<file path="config.mk">
export PLATFORM = sky130hd
export DESIGN_NAME = packager_frame_ctrl
export DESIGN_NICKNAME = d
export VERILOG_FILES = /design/src/rtl/packager_frame_ctrl.sv
export SDC_FILE = /design/constraint.sdc
export NUM_CORES = 1
export LEC_CHECK = 0
export CAP_MARGIN = 20
export CORE_MARGIN = 2
export CORE_UTILIZATION = 58
export DETAILED_ROUTE_END_ITERATION = 12
export HOLD_SLACK_MARGIN = 0.03
export PLACE_DENSITY = 0.86
export RECOVER_POWER = 100
export SLEW_MARGIN = 20
export SYNTH_ARGS = -nofsm -noshare
export SYNTH_HDL_FRONTEND = slang
export SYNTH_SLANG_ARGS = --single-unit
</file>
<file path="constraint.sdc">
create_clock -name clk -period 9.2 [get_ports clk]
set_input_delay 2.3 -clock clk [delete_from_list [all_inputs] [get_ports clk]]
set_output_delay 2.3 -clock clk [all_outputs]
set_load 0.05 [all_outputs]
</file>
<file path="src/rtl/packager_frame_ctrl.sv">
// Frames the data_packager word stream into fixed-length DMA packets with TLAST and pad-on-timeout/stop.
// Optional FRAME_CTRL_STATS_EN adds frame_cnt / pad_cnt completion counters.
module packager_frame_ctrl #(
    parameter int unsigned FRAME_WORDS    = 1024,
    parameter int unsigned TIMEOUT_CYCLES = 4096,
    parameter logic [31:0] PAD_WORD       = 32'h0000_0000
) (
    input  logic        clk,
    input  logic        rst,
    input  logic        enable,
    input  logic        s_valid,
    input  logic [31:0] s_data,
    output logic        s_ready,
    output logic        m_valid,
    output logic [31:0] m_data,
    output logic        m_last,
    input  logic        m_ready,
    output logic        busy
`ifdef FRAME_CTRL_STATS_EN
    ,
    output logic [31:0] frame_cnt,
    output logic [31:0] pad_cnt
`endif
);

    // state | meaning
    // IDLE  | stream stopped, s_ready low, no frame open
    // RUN   | forwarding words, idle timer armed while a frame is open
    // PAD   | filling the open frame with PAD_WORD up to and including TLAST
    typedef enum logic [1:0] {
        ST_IDLE,
        ST_RUN,
        ST_PAD
    } state_t;

    localparam logic [15:0] FW_M1  = 16'(FRAME_WORDS - 1);
    localparam logic [31:0] TO_M1  = 32'(TIMEOUT_CYCLES - 1);
    localparam bit          TO_EN  = (TIMEOUT_CYCLES != 0);

    state_t      state, state_nxt;
    logic [15:0] word_cnt, word_cnt_nxt;
    logic [31:0] idle_cnt, idle_cnt_nxt;
    logic        load_en;
    logic        do_load;
    logic [31:0] load_data;
    logic        last_word;

    assign load_en   = !m_valid || m_ready;
    assign last_word = (word_cnt == FW_M1);
    assign busy      = (state != ST_IDLE) || m_valid;

    always_ff @(posedge clk or posedge rst) begin
        if (rst) begin
            state    <= ST_IDLE;
            word_cnt <= '0;
            idle_cnt <= '0;
        end else begin
            state    <= state_nxt;
            word_cnt <= word_cnt_nxt;
            idle_cnt <= idle_cnt_nxt;
        end
    end

    always_comb begin
        state_nxt    = state;
        s_ready      = 1'b0;
        do_load      = 1'b0;
        load_data    = s_data;
        word_cnt_nxt = word_cnt;
        idle_cnt_nxt = idle_cnt;
        case (state)
            ST_IDLE: begin
                idle_cnt_nxt = '0;
                if (enable) state_nxt = ST_RUN;
            end
            ST_RUN: begin
                s_ready = load_en;
                if (s_valid && load_en) begin
                    do_load      = 1'b1;
                    load_data    = s_data;
                    idle_cnt_nxt = '0;
                    word_cnt_nxt = last_word ? 16'd0 : word_cnt + 16'd1;
                end else if (word_cnt != 16'd0) begin
                    // backpressure stalls count as idle too: the frame is not progressing
                    if (idle_cnt != 32'hFFFF_FFFF) idle_cnt_nxt = idle_cnt + 32'd1;
                    if (TO_EN && idle_cnt == TO_M1) state_nxt = ST_PAD;
                end
                if (!enable) state_nxt = (word_cnt_nxt == 16'd0) ? ST_IDLE : ST_PAD;
            end
            ST_PAD: begin
                idle_cnt_nxt = '0;
                if (load_en) begin
                    do_load      = 1'b1;
                    load_data    = PAD_WORD;
                    word_cnt_nxt = last_word ? 16'd0 : word_cnt + 16'd1;
                    if (last_word) state_nxt = enable ? ST_RUN : ST_IDLE;
                end
            end
            default: state_nxt = ST_IDLE;
        endcase
    end

    always_ff @(posedge clk or posedge rst) begin
        if (rst) begin
            m_valid <= 1'b0;
            m_data  <= '0;
            m_last  <= 1'b0;
        end else if (do_load) begin
            m_valid <= 1'b1;
            m_data  <= load_data;
            m_last  <= last_word;
        end else if (m_ready) begin
            m_valid <= 1'b0;
            m_last  <= 1'b0;
        end
    end

`ifdef FRAME_CTRL_STATS_EN
    logic m_pad;

    always_ff @(posedge clk or posedge rst) begin
        if (rst) begin
            m_pad     <= 1'b0;
            frame_cnt <= '0;
            pad_cnt   <= '0;
        end else begin
            if (do_load) m_pad <= (state == ST_PAD);
            if (m_valid && m_ready && m_last) frame_cnt <= frame_cnt + 32'd1;
            if (m_valid && m_ready && m_pad)  pad_cnt   <= pad_cnt + 32'd1;
        end
    end
`endif

endmodule
</file>
## Word level (Yosys, flattened, before mapping)

Index checks and enable logic that the tools add are counted.

| storage, ports and cells | value |
|---|---|
| output and inout bits | 36 |
| register bits | 84 |

| operators by class | value |
|---|---|
| $add $sub $neg | 2 |
| mux-type cells | 28 |
| eq/ne operators | 13 |
| reductions and logical operators | 15 |

Operator list:

| kind | count |
|---|---|
| $mux W32 | 5 |
| $mux W16 | 4 |
| $pmux W32 S2 | 1 |
| $add A32 B1 Y32 const B | 1 |
| $eq A32 B12 Y1 const B | 1 |
| $ne A32 B32 Y1 const B | 1 |
| $pmux W16 S2 | 1 |
| $add A16 B1 Y16 const B | 1 |
| $eq A16 B10 Y1 const B | 1 |
| $logic_not A16 Y1 | 1 |
| $mux W2 | 8 |
| $reduce_bool A16 Y1 | 1 |
| $ne A3 B3 Y1 const B | 5 |
| $reduce_bool A2 Y1 | 4 |
| $mux W1 | 7 |
| $ne A2 B2 Y1 const B | 3 |
| $pmux W2 S3 | 1 |
| $reduce_and A6 Y1 | 1 |
| $reduce_and A3 Y1 | 1 |
| $eq A2 B1 Y1 const B | 1 |
| $eq A2 B2 Y1 const B | 1 |
| $logic_not A2 Y1 | 1 |
| $logic_or A1 B1 Y1 | 2 |
| $pmux W1 S2 | 1 |
| 4 further kinds | 4 |

## Longest topological paths before layout

Gate-level depths: netlist (run 1).

| depth | value |
|---|---|
| word-level depth | 9 |
| depth in mapped cells | 11 |

## Least setup slack after synthesis (run 1)

No wires, ideal clock.

| timing path | value |
|---|---|
| path type | input -> output |
| start point | input port m_ready |
| end point | output port s_ready |
| setup slack | 3959 ps |
| stages | 3 |
| data arrival time | 2941 ps |
| cell sequence | nand2b_4 > buf_6 > and2_1 |

| on the way | value |
|---|---|
| cells in the longest elaborated chain, start to end | 2 |

Ends and longest elaborated chain:

| item | line | text |
|---|---|---|
| start, declared | 17 | `input logic m_ready,` |
| $logic_or A1 B1 Y1 | 48 | `assign load_en = !m_valid \|\| m_ready;` |
| $mux W1 | 71 | `case (state)` |
| end, declared | 13 | `output logic s_ready,` |

No other way between the ends.

==> run metrics, run 1 <==
initial core utilization a little under 60%; share of layout cells above drive strength 1 under 10%; max incr delay on CP just over 3000 ps; crit path max fanout 84; fin crit period approximately 6600 ps; routing usage on met2 44.6%; Fin Setup TNS 0 ps; CP cell instances dlygate4sd3_1 > clkinvlp_2 > clkbuf_1; R2R cell count 6; synthesized flop and latch total 84; CP top delay family buffers and inverters; WP data required roughly 8600 ps; setup violators final 0; global-route usage over all layers 27.2%; most crowded layer after global routing met2; Root Driver clkbuf_8; fmax 152 MHz; diode count 0; Slew Limit Fails 185; area occupied by multi-input gates ~2200 um^2; clock input transition at the sequential cells of the worst setup and hold paths 80 ps; HP Class reg2reg; WP buf/inv 3; slew of the pin with the lowest slew margin between 4000 and 5000 ps; reg-to-reg endpoint idle_cnt[28]$_DFFE_PP0P_; Placer Congestion just under 1; initial antenna violation count 0; Core Region roughly 7600 um^2; DRC Markers 0; final worst path period share 71.7%; Netlist cell types 52; remaining global-route overflow 0; critical-path cell with the highest stage delay clkbuf_1; CTS Buf Count 9; worst path arrival time a little over 6000 ps; Die W about 93 um; CP Depth 3; IR drop worst, VDD 139 uV; largest family of logic cells by synthesized area simple AND/OR/NAND/NOR gates; Setup Skew 8.23 ps; total die area around 8600 um^2; Post-Syn Area 4550 um^2; crit start category input port; Detail Placement HPWL ~7.3 mm; number of max-cap violations 3; Reg-to-Reg Start m_valid$_DFFE_PP0P_; fin util 70.9%; Seq. cell area 2100 um^2; CTS Hold Buffers Added 0; RSZ-0062 raised after global routing false; vias in the first global route about 4000; number of flops mapped to enable cells by yosys 0; worst skew pair latency between 300 and 400 ps; postcts setup bufs 0; leak pwr about 2.4 nW; Final ANT Viol Nets 0; worst reg2reg setup slack roughly 4900 ps; Resize count post-CTS 0; Syn Nets 577; Post-Synth XOR/XNOR Area 2.31%; Worst Hold End m_data[31]$_DFFE_PP0P_; DRT Wirelength about 11 mm; PD cells approximately 280 nW/um^2; CTS HTree Levels 3; met3 GRT Util a little under 6%; Slew HR -194%; global-route wire length before repair approximately 19 mm; final net count about 620; IO Port Bufs between 70 and 80; Pwr Total approximately 0.0015 W; Crit Path Class in2async; Synth Area in Simple Gates between 20% and 30%; largest net degree at the start of global routing 85; yosys warns 0; I/O pin count between 70 and 80; Synth Instances approximately 530; Filler cells 591; row count 32; CTS tree yes; Post-Syn Area per Cell ~8.5 um^2; hold path depth 2; ys async rst share 100%; via count around 4200; Final Hold Viols 0; Compound-Gate Fraction of Synth Area ~22%; sequential share of the synthesized area roughly 46%; grt met1 use roughly a third; 1st-pass router iterations 4; P&R area growth vs syn 19.2%; clk buf depth 2; initial drt markers 230; multiplexer share of the synthesized area less than 1%; failing checks capacitance limit, slew limit; Synth Flop Type dfrtp_1; status finished with violations; Routed WL per cell roughly 16 um; Synth Area in Adders 1.92%; Worst Hold Launch m_data[31]$_DFFE_PP0P_; Die H 92.6 um; via/cell ratio about 6.1; Critical Path Sink Type async pin; Sink Count 84
final cells by class:
type                    instances  area share (%)
clock inverters                 4            1.01
well taps                     102            2.35
inverters                      12           0.854
clock buffers                  12            2.86
flip-flops and latches         84            38.8
multi-input cells             397            40.7
repair buffers                 75            13.5
worst min-delay path, stage by stage, from the launching register on:
cell and delay, ps:
dfrtp_1 340, nand2_1 40, o21ai_0 60
routing by layer:
metal,share of wire (%),wire [um],vias up
met1,42,4580,1995
li1,-,-,1996
met3,5.8,634,37
met5,0,0,-
met2,49,5340,164
met4,2.8,307,0
worst max-delay path by stage:
stage,startpoint,to,slack (ps)
6_report,rst,word_cnt[7]$_DFFE_PP0P_,2610
5_1_grt,rst,idle_cnt[29]$_DFFE_PP0P_,1580
4_1_cts,m_ready,s_ready,3020
3_5_place_dp,m_ready,s_ready,3020
3_3_place_gp,m_ready,s_ready,3040
2_1_floorplan,m_ready,s_ready,3960
Yosys cell counts, types with 2 or more instances:
master     number  area, um^2
o22ai_1         3        18.8
or4_1           3        22.5
and3_1          8        50.1
nand4_1        11        68.8
and2_1          4        25.0
nor3_1          4        20.0
clkbuf_1       32         120
and4_1          3        26.3
nor4_1          8        50.1
a31oi_1        11        68.8
xnor2_1        10        87.6
a221o_1         2        20.0
a21oi_1        13        65.1
o41ai_1         2        17.5
ha_1            7        87.6
a311oi_1        2        17.5
inv_1          12        45.0
nor2_1         31         116
o41ai_2         3        48.8
or3_1           5        31.3
a31o_2          2        17.5
nand3_1        26         130
o21ai_0        80         400
o2111ai_1       2        17.5
nand2_1        96         360
dfrtp_1        84        2100
xor2_1          2        17.5
buf_1           2        7.51
nand2b_1        6        37.5
nor2b_1         8        50.1
buf_2           5        25.0
o31ai_1        26         195
cell usage in the layout, fill, tap and decap left out, drive strengths merged, types with 2 or more instances in the layout:
master | netlist | final
nor4 | 8 | 8
inv | 12 | 13
a221o | 2 | 2
nand2 | 96 | 96
nand3 | 27 | 27
clkdlybuf4s50 | 0 | 34
a21oi | 13 | 13
a311oi | 2 | 2
nor2 | 31 | 31
xor2 | 2 | 2
o41ai | 5 | 5
and4 | 3 | 3
o2111ai | 2 | 2
o22ai | 3 | 3
nand4 | 12 | 12
ha | 7 | 7
o21ai | 81 | 81
dlygate4sd3 | 0 | 38
or3 | 5 | 5
clkbuf | 32 | 15
or4 | 3 | 3
xnor2 | 10 | 10
a31o | 2 | 2
and3 | 9 | 9
a31oi | 11 | 11
nand2b | 7 | 7
nor3 | 4 | 4
or2 | 2 | 2
dfrtp | 84 | 84
nor2b | 8 | 8
clkinvlp | 0 | 2
o31ai | 26 | 26
and2 | 5 | 5
flip-flops by register name, summed over array words and instances, names as in the netlist:
name      cells
m_data       32
word_cnt     16
m_last        1
state         2
idle_cnt     32
m_valid       1
cell families (layout without fill, tap and decap cells):
group                    after synthesis  after routing
XOR/XNOR                              12             12
AO/OA/AOI/OAI                        156            156
buffers and inverters                 52            103
flip-flops                            84             84
adder cells (fa/ha/maj)                7              7
multiplexers                           1              1
AND/OR/NAND/NOR                      221            221
power by group:
part	switching, W	internal (W)
Combinational	0.000507	0.000216
Clock	0.000137	0.000142
Sequential	0.0000587	0.000453
stage by stage:
step           std cells  instance area [um^2]  hold WS, ps  setup WS [ps]
6_report             686                  5420          478           2610
3_5_place_dp         670                  5260          457           3020
4_1_cts              686                  5470          489           3020
5_1_grt              686                  5420          507           1580
2_1_floorplan        533                  4550          437           3960
3_3_place_gp         670                  5260          456           3040
Power figures use the tool's default switching activity.
==> run 2: changes to the inputs <==
--- a/config.mk
+++ b/config.mk
@@ -7,10 +7,10 @@
 export LEC_CHECK = 0
 export CAP_MARGIN = 20
 export CORE_MARGIN = 2
-export CORE_UTILIZATION = 58
+export CORE_UTILIZATION = 49
 export DETAILED_ROUTE_END_ITERATION = 12
 export HOLD_SLACK_MARGIN = 0.03
-export PLACE_DENSITY = 0.86
+export PLACE_DENSITY = 0.77
 export RECOVER_POWER = 100
 export SLEW_MARGIN = 20
 export SYNTH_ARGS = -nofsm -noshare
==> constraint.sdc (replaced) <==
create_clock -name clk -period 5.55 [get_ports clk]
set_input_delay 1.3875 -clock clk [delete_from_list [all_inputs] [get_ports clk]]
set_output_delay 1.3875 -clock clk [all_outputs]
set_load 0.05 [all_outputs]
==> run 2 against run 1 <==
Net effect:
- clock skew increased by 2.0 ps
- highest routed layer unchanged
- critical path type is now in2out
- non-clock buffer count increased by 1
- the run still ends with capacitance limit, slew limit left
- wire length increased by 0.30%
- die area increased by 18%
- register-to-register slack got worse by 3300 ps
- total power increased by 66%
- hold slack improved by 5.2 ps
- combinational power increased by 66%
==> run metrics, run 2 (synthesis results as in run 1) <==
clk buf depth 2; Crit. Startpoint m_ready; most common cell after layout, fill and taps aside nand2_1; final hold slack around 480 ps; Final Hold Viols 0; final net count 624; via/cell ratio between 5 and 6; fmax roughly 210 MHz; remaining global-route overflow 0; WP data required 4160 ps; CP top delay family buffers and inverters; CTS tree yes; crit start category input port; Die H ~100 um; IO Port Bufs 72; crit path max fanout 9; Critical Path Sink Type output pin; Most common cell on crit path dlygate4sd3_1; status finished with violations; Worst Hold Launch m_data[14]$_DFFE_PP0P_; P&R area growth vs syn 19.4%; largest net degree at the start of global routing 68; 1st-pass router iterations 5; PD cells ~460 nW/um^2; worst reg2reg setup slack 1600 ps; critical-path cell with the highest stage delay dlygate4sd3_1; fin crit period around 4700 ps; global-route usage over all layers between 20% and 30%; max incr delay on CP between 800 and 900 ps; CTS HTree Levels 3; setup violators final 0; Crit Path Class in2out; Slew Limit Fails 53; Detail Placement HPWL roughly 7.4 mm; clock input transition at the sequential cells of the worst setup and hold paths 100 ps; slew of the pin with the lowest slew margin approximately 2200 ps; diode count 0; Top Registers idle_cnt (32), m_data (32), word_cnt (16); number of max-cap violations 1; total die area 10100 um^2; Fin Setup TNS 0 ps; WP buf/inv 2; postcts setup bufs 0; CP cell instances dlygate4sd3_1 > nand2b_1 > and2_1 > dlygate4sd3_1; leak pwr roughly 2.4 nW; initial drt markers 253; RSZ-0062 raised after global routing false; via count 4093; HP Class reg2reg; row count 35; DRT Wirelength 10.9 mm; vias in the first global route approximately 3800; I/O pin count 73; share of layout cells above drive strength 1 about 4.6%; Placer Congestion between 0.8 and 0.9; Final ANT Viol Nets 0; most frequent cells in the layout nand2_1 (96), dfrtp_1 (84), o21ai_0 (80); Core Region 9110 um^2; final worst path period share a little over four fifths; worst skew pair latency between 300 and 400 ps; DRC Markers 0; Root Driver clkbuf_8; initial core utilization around half; worst path arrival time between 3000 and 4000 ps; Reg-to-Reg Start idle_cnt[0]$_DFFE_PP0P_; failing checks capacitance limit, slew limit; IR drop worst, VDD a little over 200 uV; initial antenna violation count 0; Sink Count 84; Setup Skew between 10 and 15 ps; global-route wire length before repair between 15 and 20 mm; Routed WL per cell approximately 16 um; CTS Hold Buffers Added 0; Resize count post-CTS 0; Slew HR -47.9%; Die W 100 um; CTS Buf Count 9
run 2: changes by cell type in the layout (fill, tap and decap cells not counted), sizes merged:
cell | previous run | this run
clkbuf | 15 | 11
clkinv | 0 | 1
buf | 0 | 2
inv | 13 | 15
run 2: per-layer routing:
| layer | routed length [um] | GRT usage (%) | vias to the layer above |
|---|---|---|---|
| met5 | 0 | 0 | - |
| met4 | 165 | 7.06 | 0 |
| met1 | 5250 | 32.9 | 1933 |
| met2 | 4820 | 33.4 | 146 |
| met3 | 651 | 2.99 | 17 |
| li1 | - | - | 1997 |
run 2: stage by stage:
| step | total power (W) | cells | instance area (um^2) | utilization [%] | worst slack [ps] |
|---|---|---|---|---|---|
| after floorplan | 0.00174 | 533 | 4550 | - | 2000 |
| after CTS | 0.00259 | 696 | 5480 | 60.2 | 1150 |
| after global routing | 0.00267 | 696 | 5430 | 59.7 | 582 |
| after detailed placement | 0.00212 | 680 | 5280 | 58.0 | 1170 |
| after global placement | 0.00208 | 680 | 5280 | 58.0 | 1220 |
| final | 0.00251 | 696 | 5430 | 59.7 | 878 |
run 2: tightest hold or removal path: stages (launching register included):
cell	delay (ps)
dfrtp_1	350
nand2_1	40
o21ai_0	60
run 2: final timing paths:
| check | end | depth (start not counted) |
|---|---|---|
| setup / recovery | s_ready | 4 |
| hold / removal | m_data[14]$_DFFE_PP0P_ | 2 |
| setup reg to reg | idle_cnt[2]$_DFFE_PP0P_ | 9 |
| hold reg to reg | m_data[14]$_DFFE_PP0P_ | 2 |
| max in group asynchronous | idle_cnt[26]$_DFFE_PP0P_ | 3 |
| min in group asynchronous | m_data[12]$_DFFE_PP0P_ | 2 |
run 2: report_power, final:
| part | switching (W) | internal [W] | leakage, nW |
|---|---|---|---|
| combinational | 0.000849 | 0.000355 | 1.16 |
| clock | 0.000243 | 0.000215 | 0.103 |
| sequential | 0.0000985 | 0.000750 | 1.11 |
| total | 0.00119 | 0.00132 | 2.37 |
run 2: area by class of cell:
cell class | instances | area [um^2]
sequential | 84 | 2100
timing repair buffer | 76 | 744
multi-input combinational | 397 | 2200
clock inverter | 7 | 80.1
fill | 772 | 3670
clock buffer | 9 | 124
inverter | 12 | 46.3
tap | 111 | 139
